==> src/rtl/bcd_gray_rr_sched.sv <==
// Round-robin scheduler sharing one BCD-to-Gray stage among N_REQ requesters.
// The result is registered with its source tag, an invalid-digit flag and a saturating error count.
module bcd_gray_rr_sched #(
  parameter int N_REQ = 4,
  parameter int SRC_W = 2,
  parameter int ERR_W = 8
) (
  input  logic               clk,
  input  logic               rst_n,
  input  logic [N_REQ-1:0]   req_valid,
  input  logic [4*N_REQ-1:0] req_digit,
  output logic [N_REQ-1:0]   req_ready,
  output logic               out_valid,
  input  logic               out_ready,
  output logic [3:0]         out_gray,
  output logic [SRC_W-1:0]   out_src,
  output logic               out_err,
  output logic [ERR_W-1:0]   err_cnt,
  input  logic               err_clr
);

  typedef enum logic {EMPTY, FULL} state_t;

  state_t             state, state_next;
  logic [SRC_W-1:0]   ptr;
  logic               can_accept;
  logic               transfer;
  logic [N_REQ-1:0]   grant;
  logic [SRC_W-1:0]   grant_idx;
  logic [3:0]         digit;
  logic               bad;
  logic [ERR_W-1:0]   err_base, err_next;
  int unsigned        idx;

  always_ff @(posedge clk or negedge rst_n) begin
    if (!rst_n) state <= EMPTY;
    else        state <= state_next;
  end

  // rst_n gates acceptance so req_ready stays low for the whole reset window
  always_comb begin
    grant      = '0;
    grant_idx  = '0;
    transfer   = 1'b0;
    idx        = 0;
    can_accept = rst_n && ((state == EMPTY) || out_ready);
    for (int unsigned k = 0; k < N_REQ; k++) begin
      idx = 32'(ptr) + k;
      if (idx >= N_REQ) idx = idx - N_REQ;
      for (int unsigned j = 0; j < N_REQ; j++) begin
        if (j == idx && req_valid[j] && can_accept && !transfer) begin
          grant[j]  = 1'b1;
          grant_idx = SRC_W'(j);
          transfer  = 1'b1;
        end
      end
    end

    state_next = state;
    if (transfer)                      state_next = FULL;
    else if (state == FULL && out_ready) state_next = EMPTY;
  end

  always_comb begin
    digit = '0;
    for (int unsigned k = 0; k < N_REQ; k++)
      if (grant[k]) digit = req_digit[4*k +: 4];
  end

  assign bad       = digit > 4'd9;
  assign req_ready = grant;
  assign out_valid = (state == FULL);

  // clear applies before the increment so a same-cycle bad digit leaves a count of 1
  always_comb begin
    err_base = err_clr ? '0 : err_cnt;
    err_next = err_base;
    if (transfer && bad && (err_base != '1)) err_next = err_base + 1'b1;
  end

  always_ff @(posedge clk or negedge rst_n) begin
    if (!rst_n) begin
      out_gray <= '0;
      out_src  <= '0;
      out_err  <= 1'b0;
      err_cnt  <= '0;
      ptr      <= '0;
    end else begin
      err_cnt <= err_next;
      if (transfer) begin
        out_gray <= digit ^ (digit >> 1);
        out_src  <= grant_idx;
        out_err  <= bad;
        ptr      <= (grant_idx == SRC_W'(N_REQ - 1)) ? '0 : grant_idx + 1'b1;
      end
    end
  end

endmodule

==> config.mk <==
export PLATFORM = sky130hd
export DESIGN_NAME = bcd_gray_rr_sched
export DESIGN_NICKNAME = d
export VERILOG_FILES = /design/src/rtl/bcd_gray_rr_sched.sv
export SDC_FILE = /design/constraint.sdc
export NUM_CORES = 1
export LEC_CHECK = 0
export ABC_AREA = 1
export BUFFER_PORTS_ARGS = -buffer_cell sky130_fd_sc_hd__buf_2
export CORE_MARGIN = 3
export CORE_UTILIZATION = 57
export CTS_BUF_LIST = sky130_fd_sc_hd__clkbuf_16
export DETAILED_ROUTE_END_ITERATION = 8
export PLACE_DENSITY = 0.86
export SETUP_SLACK_MARGIN = 0.05
export SLEW_MARGIN = 20
export SYNTH_ARGS = -nofsm -noshare
export SYNTH_HDL_FRONTEND = slang
export SYNTH_SLANG_ARGS = --single-unit
==> constraint.sdc <==
create_clock -name clk -period 6.1 [get_ports clk]
set_input_delay 0.305 -clock clk [delete_from_list [all_inputs] [get_ports clk]]
set_output_delay 0.305 -clock clk [all_outputs]
set_load 0.1 [all_outputs]
==> flow_summary.yaml <==
yosys:
  synth_common_cells: "47 x nand2_1, 42 x inv_1, 27 x nor2_1, 19 x nand3_1, 18 x dfrtp_1"
  yosysMostFrequentCell: "nand2_1"
  synth_top_area_cell: "dfrtp_1"
  syn_area_mm2: 0.001604
  synth_cells: 228
  synth_warnings: 0
  synth_flop_cell: "dfrtp_1"
  synth_cell_types: 35
  synth_edf_count: 0
  ys_top_cells_by_area: "dfrtp_1 28%, nand2_1 11%, inv_1 9.8%, nor2_1 6.3%, nand3_1 5.9%"
  syn_area_per_cell_um2: 7.035
  ys_ff_latch: 18
  async_flop_share: 1.000
  ys_seq_area_frac: 0.2808
  syn_nets: 257
  synth.top_cell.area_share: 0.2808
detailed_routing:
  drtAntennaViolNets: 0
  wire_per_inst_um: 12.00
  drtIter0Drc: 105
  dr.pass1.iters: 5
  drc_errors: 0
  vias: 1585
  drt_wl_total_um: 3647
  via_per_inst: 5.214
global_routing:
  grt_max_degree: 21
  grt_usage: 0.2257
  busiest_layer: "met2"
  antenna_found_initial: 0
  grt.met1_usage: 0.2995
  grt_pass1_wl_um: 6127
  first_global_vias: 1473
  use_met3: 0.02832
  grt_overflow: 0
  met2_usage: 0.3754
sta:
  worst_slew_pin_slew_ns: 0.4963
  rsz0062_at_grt: "false"
  fin_skew_ns: 0.001278
  fin_crit_ns: 3.308
  maxSlewHeadroom: 0.6714
  min_period_over_period: 0.5423
  clock.fmax_ghz: 0.3023
  finalMaxSlewViolations: 0
  setup_tns_ns: 0
  finalSetupViolCount: 0
  holdWs_ns: 0.009985
  hold_viol: 0
setup_path:
  rrSetupSlack_ns: 2.93
  timing_worst_setup_path_type: "input pin to register"
  path_buf_inv: 4
  critPathSlowestCell: "buf_2"
  cp_top_family: "simple AND/OR/NAND/NOR gates"
  cp_common_cell: "nand2_1"
  required_ns: 6.26
  path_max_fanout: 20
  crit_chain: "buf_2, inv_1, a21oi_4, nand2_1, nor2_1, inv_1, nand4_1, o211ai_1, inv_1, nand2_1, nand2_1, nand2_1, a21oi_1, nand2_1, ha_1, a21oi_1, a21oi_1, and2_4, o21ai_4, nand2_1, o21ai_1"
  critPathLaunchType: "input pin"
  cp-end-kind: "register"
  cp.arrival_ns: 3.47
  cpPeakStageDelay_ns: 0.39
cts:
  h-tree-depth: 1
  clock-sinks: 18
  clk_pin_slew_worst_paths_ns: 0.05
  cts_buffers: 3
  cts_setup_buffers: 0
  clk_path_buf_depth: 2
  postCtsHoldBufs: 0
  clockRootBuffer: "clkbuf_16"
  ctsResizeCount: 0
  cts_tree: "done"
  clk_latency_ns: 0.25
layout:
  final_util: 0.7481
  antenna_cells: 0
  syn2layout_area_growth_pct: 19.73
  drive_gt1_frac: 0.2847
  layout.nets: 304
placement:
  io_buffers: 43
  dp_hpwl_um: 3030
  routabilityCongestion: 0.9278
die:
  core_area_mm2: 0.002567
  dieArea_mm2: 0.003487
  die_h_um: 59.05
  ioPinCount: 44
  row_count: 18
  fp.dieW_um: 59.05
  start_util: 0.6248
worst_hold_path:
  min_path_type: "input pin to asynchronous set/reset pin"
power_and_ir_drop:
  ir_worst_vdd_v: 0.0005040
  p_leak_nw: 1.029
  powerDensity_mw_per_mm2: 540.4
status:
  status: "complete, no violations"
run:
  maxCapViolCount: 0
-- layout by cell type, fill, tap and decap left out, drive strengths merged --
cell type  netlist  layout
xnor2            2       2
a21boi           1       1
ha               5       5
a21oi            7       7
and2             1       1
nand4           10      10
xor2             5       5
inv             45      45
nand3b           1       1
nor2            33      33
o21ai           13      13
o2111ai          1       1
nand3           20      20
clkinv           0       1
o211ai           1       1
clkbuf           0       3
o21bai           1       1
nor4             2       2
nor3             5       5
nand2           54      54
dfrtp           18      18
o221ai           1       1
a21o             1       1
buf              1      43
-- per-layer routing --
| metal | wire length (um) | part of all wire |
|---|---|---|
| met1 | 1666 | 0.46 |
| met2 | 1689 | 0.46 |
| met3 | 243 | 0.067 |
| met4 | 48 | 0.013 |
| met5 | 0 | 0 |
-- final timing paths --
kind                                          from                 endpoint  cells past startpoint
hold reg to reg            out_gray[0]$_DFFE_PN0P_  out_gray[0]$_DFFE_PN0P_                      2
hold / removal                               rst_n     err_cnt[4]$_DFF_PN0_                      1
setup / recovery                             rst_n     err_cnt[7]$_DFF_PN0_                     21
max in group asynchronous                    rst_n     err_cnt[3]$_DFF_PN0_                      1
min in group clk                     req_digit[11]  out_gray[3]$_DFFE_PN0P_                      3
setup reg to reg             out_valid$_DFFE_PN0P_     err_cnt[7]$_DFF_PN0_                     19
-- kinds of logic (layout without fill, tap and decap cells) --
| kind of cell | Yosys count | after routing | synth area share |
|---|---|---|---|
| compound gates | 26 | 26 | 0.1272 |
| simple gates | 126 | 126 | 0.4002 |
| xor+xnor | 7 | 7 | 0.03822 |
| flops | 18 | 18 | 0.2808 |
| buf+inv | 46 | 92 | 0.1147 |
| fa+ha+maj | 5 | 5 | 0.03900 |
-- state kept, by name, indices dropped and copies added, names as in the netlist --
name,flops
out_src,2
err_cnt,8
out_gray,4
ptr,2
out_err,1
out_valid,1
-- final cells by class --
cell class / count / area (um^2)
clock buffer: 3 / 75.07
fill: 214 / 646.9
sequential: 18 / 450.4
multi-input combinational: 164 / 969.7
clock inverter: 1 / 3.754
tap: 30 / 37.54
timing repair buffer: 43 / 215.2
inverter: 45 / 168.9
-- stage by stage --
step	instance area (um^2)	power [W]	setup WS (ns)	cells
after floorplan	1604	0.0007952	1.839	228
after global placement	1842	0.0009014	2.645	300
after detailed placement	1842	0.0009139	2.548	300
after CTS	1921	0.001043	2.784	304
after global routing	1921	0.001113	2.380	304
final	1921	0.001038	2.792	304
-- where the power goes --
group | switching [W] | internal [W]
combinational | 0.000554 | 0.000172
clock | 0.0000411 | 0.0000870
sequential | 0.0000271 | 0.000157
total | 0.000622 | 0.000416
Note: power is estimated with default switching activity, not from simulation.
